**src/rtl/program_loader.sv**
```systemverilog
// program_loader: byte-serial boot loader for the CPU instruction memory.
// Parses SYNC, LEN, LEN payload bytes (LEN = 0 means 256) and writes the
// payload to consecutive addresses from 0, keeping the CPU in reset until a
// complete frame has been written and verified.
// Optional feature macro: PROGRAM_LOADER_CHECKSUM_EN adds a trailing CSUM byte,
// which must equal (LEN + sum of payload) mod 256.
module program_loader #(
   parameter logic [7:0] SYNC = 8'hA5
) (
   input  logic       clk,
   input  logic       reset,
   input  logic       in_valid,
   input  logic [7:0] in_data,
   output logic       in_ready,
   output logic       imem_we,
   output logic [7:0] imem_addr,
   output logic [7:0] imem_wdata,
   output logic       cpu_hold,
   output logic       load_done,
   output logic       load_error
);

   typedef enum logic [2:0] {
      ST_SYNC   = 3'd0,
      ST_LEN    = 3'd1,
      ST_DATA   = 3'd2,
`ifdef PROGRAM_LOADER_CHECKSUM_EN
      ST_CSUM   = 3'd3,
`endif
      ST_VERIFY = 3'd4,
      ST_DONE   = 3'd5,
      ST_ERR    = 3'd6
   } state_e;

   // Modulo-256 accumulation used for the frame checksum.
   function automatic logic [7:0] csum_add(input logic [7:0] acc, input logic [7:0] b);
      return acc + b;
   endfunction

   state_e     state_q, state_d;
   logic [8:0] count_q, count_d;
   logic [7:0] index_q, index_d;
   logic [7:0] sum_q, sum_d;
   logic       we_q, we_d;
   logic [7:0] addr_q, addr_d;
   logic [7:0] wdata_q, wdata_d;
   logic       hold_q, hold_d;
   logic       done_q, done_d;
   logic       err_q, err_d;
`ifdef PROGRAM_LOADER_CHECKSUM_EN
   logic       match_q, match_d;
`endif
   logic       in_ready_s;
   logic       accept_s;

   // Handshake: the loader is ready everywhere except the VERIFY cycle and reset.
   always_comb begin
      in_ready_s = 1'b0;
      accept_s   = 1'b0;
      in_ready_s = !reset && (state_q != ST_VERIFY);
      accept_s   = in_valid && in_ready_s;
   end

   // Next-state, datapath and registered-output computation.
   always_comb begin
      state_d = state_q;
      count_d = count_q;
      index_d = index_q;
      sum_d   = sum_q;
      we_d    = 1'b0;
      addr_d  = addr_q;
      wdata_d = wdata_q;
`ifdef PROGRAM_LOADER_CHECKSUM_EN
      match_d = match_q;
`endif
      case (state_q)
         ST_SYNC, ST_DONE, ST_ERR: begin
            // Non-SYNC bytes are swallowed; SYNC starts a new frame.
            if (accept_s && (in_data == SYNC)) begin
               state_d = ST_LEN;
            end else begin
               state_d = state_q;
            end
         end
         ST_LEN: begin
            if (accept_s) begin
               count_d = (in_data == 8'h00) ? 9'd256 : {1'b0, in_data};
               sum_d   = in_data;
               index_d = 8'h00;
               state_d = ST_DATA;
            end else begin
               state_d = ST_LEN;
            end
         end
         ST_DATA: begin
            if (accept_s) begin
               we_d    = 1'b1;
               addr_d  = index_q;
               wdata_d = in_data;
               index_d = index_q + 8'd1;
               sum_d   = csum_add(sum_q, in_data);
               count_d = count_q - 9'd1;
               if (count_q == 9'd1) begin
`ifdef PROGRAM_LOADER_CHECKSUM_EN
                  state_d = ST_CSUM;
`else
                  state_d = ST_VERIFY;
`endif
               end else begin
                  state_d = ST_DATA;
               end
            end else begin
               state_d = ST_DATA;
            end
         end
`ifdef PROGRAM_LOADER_CHECKSUM_EN
         ST_CSUM: begin
            if (accept_s) begin
               match_d = (in_data == sum_q);
               state_d = ST_VERIFY;
            end else begin
               state_d = ST_CSUM;
            end
         end
`endif
         ST_VERIFY: begin
`ifdef PROGRAM_LOADER_CHECKSUM_EN
            state_d = match_q ? ST_DONE : ST_ERR;
`else
            state_d = ST_DONE;
`endif
         end
         default: begin
            state_d = ST_SYNC;
         end
      endcase

      // Status flags follow the state being entered so they settle one cycle after VERIFY.
      hold_d = (state_d != ST_DONE);
      done_d = (state_d == ST_DONE);
`ifdef PROGRAM_LOADER_CHECKSUM_EN
      err_d  = (state_d == ST_ERR);
`else
      err_d  = 1'b0;
`endif
   end

   // State and output registers with synchronous reset.
   always_ff @(posedge clk) begin
      if (reset) begin
         state_q <= ST_SYNC;
         count_q <= 9'd0;
         index_q <= 8'h00;
         sum_q   <= 8'h00;
         we_q    <= 1'b0;
         addr_q  <= 8'h00;
         wdata_q <= 8'h00;
         hold_q  <= 1'b1;
         done_q  <= 1'b0;
         err_q   <= 1'b0;
`ifdef PROGRAM_LOADER_CHECKSUM_EN
         match_q <= 1'b0;
`endif
      end else begin
         state_q <= state_d;
         count_q <= count_d;
         index_q <= index_d;
         sum_q   <= sum_d;
         we_q    <= we_d;
         addr_q  <= addr_d;
         wdata_q <= wdata_d;
         hold_q  <= hold_d;
         done_q  <= done_d;
         err_q   <= err_d;
`ifdef PROGRAM_LOADER_CHECKSUM_EN
         match_q <= match_d;
`endif
      end
   end

   assign in_ready   = in_ready_s;
   assign imem_we    = we_q;
   assign imem_addr  = addr_q;
   assign imem_wdata = wdata_q;
   assign cpu_hold   = hold_q;
   assign load_done  = done_q;
   assign load_error = err_q;

endmodule

```
**config.mk**
```make
export PLATFORM = sky130hd
export DESIGN_NAME = program_loader
export DESIGN_NICKNAME = d
export VERILOG_FILES = /design/src/rtl/program_loader.sv
export SDC_FILE = /design/constraint.sdc
export NUM_CORES = 1
export LEC_CHECK = 0
export ABC_AREA = 1
export CAP_MARGIN = 20
export CORE_MARGIN = 4
export CORE_UTILIZATION = 55
export DETAILED_ROUTE_END_ITERATION = 7
export GPL_ROUTABILITY_DRIVEN = 0
export PLACE_DENSITY = 0.94
export SYNTH_ARGS = -nofsm -noshare
export SYNTH_HDL_FRONTEND = slang
export SYNTH_SLANG_ARGS = --single-unit
```
**constraint.sdc**
```tcl
create_clock -name clk -period 2.55 [get_ports clk]
set_clock_uncertainty 0.05 [all_clocks]
set_input_delay 0.51 -clock clk [delete_from_list [all_inputs] [get_ports clk]]
set_output_delay 0.51 -clock clk [all_outputs]
set_load 0.01 [all_outputs]
```
==> results.toml <==
[die]
coreArea_um2 = 3363
pin_count = 32
die_w_um = 67.08
die_y_um = 67.08
initial_core_util_pct = 57.07
num_rows = 21
die-area_um2 = 4499

[sta]
tns_ns = 0
layout_min_cycle_time_ns = 2.222
fin_crit_sh_pct = 87.15
rsz0062_at_grt = "false"
hold_viol_final = 0
fin_hold_ws_ns = 0.4377
timing.fmax_ghz = 0.4500
fin_ws_ns = 0.3277
final_max_slew_viol_count = 0
setup_violations = 0

[drt]
initialDrtViolationCount = 153
viasPerCell = 5.320
dr.pass1.iters = 5
via_count = 1878
final_antenna_net_count = 0
drt_wl_total_um = 4680
drc = 0
wl_per_cell_um = 13.26

[worst_setup_path]
r2r_slack_ns = 0.94
crit_fanout = 2
worst_path_max_delay_cell = "clkdlybuf4s50_1"
worstSetupStartpointType = "input pin"
crit_chain = "clkdlybuf4s50_1 -> inv_1 -> nand2_1 -> inv_1 -> clkdlybuf4s50_1"
r2r-end = "imem_addr[0]"
max_stage_delay_ns = 0.52
end_kind = "primary output"
criticalPathCategory = "in -> out"
r2r.worst_path.cells = 5
arrival_ns = 1.66
crit_required_ns = 1.99
r2r_start = "state_q[1]"

[cells_and_area]
synthToLayoutAreaGrowth_pct = 19.88
final_cell_mix = "nand2_1, dfxtp_1, o21ai_0, a21oi_1, clkdlybuf4s50_1"
layout.nets = 320
multi_input_area_um2 = 927.1
final_common_cell = "nand2_1"
n_antenna_cell = 0
drive_gt1_share_pct = 7.818
layout.filler_cells = 314
seq_area_um2 = 780.7
fin_area_um2 = 2301

[place]
place_ws_ns = 0.2519
hpwl_um = 3253
io_buffers = 30
place_area_um2 = 2240

[clocking]
insertion_delay_ns = 0.37
clk_path_buf_depth = 2
clk_pin_slew_ns = 0.12
clock-sinks = 39
hold_buffers = 0
cts_tree = "yes"
htree_levels = 2
cts_setup_buffers = 0
root_buffer = "clkbuf_4"
cts_resized = 0
cts_made_buffers = 5

[global_route]
busiest_layer = "met2"
grt_max_degree = 26
use_met1_pct = 24.72
antenna_found_initial = 0
grt-ovfl-total = 0
grt_usage_pct = 22.17
first_global_vias = 1776
grtUsageMet3_pct = 6.577
grt_pass1_wl_um = 7500
grtUsageMet2_pct = 38.53

[yosys]
synth.cell_area_um2 = 1919
synth_nets = 289
ys_warn_count = 0
synth-seq-area-share_pct = 40.68
synth.distinct_cells = 27
ys_ff_latch = 39
ys.flop_type = "dfxtp_1"
synth-edff-count = 0
netlist_instances = 275
ys_async_sr_fraction_pct = 0
synth.avg_cell_area_um2 = 6.979

[power]
irDropWorstVdd_v = 0.0004396
p_leak_nw = 0.9489
power_density_nw_per_um2 = 442.4

[worst_hold_path]
hold_start = "index_q[5]"
min_path_type = "reg -> reg"
hold-path-endpoint = "index_q[5]"
hold_depth = 2

[run]
maxCapViolations = 0

[status]
outcome = "completed"
[worst max-delay path by stage]
stage	startpoint	endpoint	slack, ns	cells after the start
2_1_floorplan	reset	in_ready	0.92	4
3_3_place_gp	reset	in_ready	0.33	5
3_5_place_dp	reset	imem_addr[0]	0.25	8
4_1_cts	reset	in_ready	0.32	5
5_1_grt	state_q[1]	in_ready	0.23	5
6_report	reset	in_ready	0.33	5
[per-stage QoR]
stage	cells	utilization [%]	total power [mW]
after floorplan	275	-	0.6506
after global placement	345	66.59	0.6791
after detailed placement	345	66.59	0.6806
after CTS	353	68.42	1.017
after global routing	353	68.42	1.047
final	353	68.42	1.018
[flip-flops by register name, summed over array words and instances (netlist names)]
signal      cells
imem_we         1
count_q         9
index_q         8
cpu_hold        1
load_done       1
imem_addr       8
imem_wdata      8
state_q         3
[worst max-delay path: cells and delay by family]
kind,cells,cell delay (ns)
buf+inv,4,1.09
simple gates,1,0.06
[cells in the mapped netlist, types with 3 or more instances]
cell type   n  share of area [%]
nor2_1     28                5.5
clkbuf_1    3               0.59
a21oi_1    32                8.3
inv_2       4               0.78
inv_1      29                5.7
dfxtp_1    39                 41
nand3_1    13                3.4
ha_1        3                2.0
nand4_1     5                1.6
o21ai_0    32                8.3
nand2_1    62                 12
buf_6       5                2.9
[layout make-up]
class,instances,share of cell area [%]
multi-input combinational,192,40.29
tap,46,2.501
timing repair buffer,35,15.23
clock inverter,3,1.033
sequential,39,33.93
clock buffer,5,1.631
inverter,33,5.383
[cell families (layout without fill, tap and decap cells)]
logic type / Yosys count / count (layout) / synth area share (%)
AO/OA/AOI/OAI: 69 / 69 / 18.45
adder cells (fa/ha/maj): 3 / 3 / 1.956
buffers and inverters: 44 / 76 / 11.02
flip-flops: 39 / 39 / 40.68
other: 1 / 1 / 0.1954
AND/OR/NAND/NOR: 119 / 119 / 27.71
[report_power, final]
| part | internal [mW] | switching [mW] |
|---|---|---|
| registers | 0.610 | 0.000673 |
| logic | 0.0250 | 0.0325 |
| clock network | 0.110 | 0.239 |
| total | 0.745 | 0.273 |
[routing by layer]
metal,share of wire [%],vias up
li1,-,954
met1,43,861
met2,51,50
met3,4.0,13
met4,2.4,0
met5,0,-
Power figures use the tool's default switching activity.
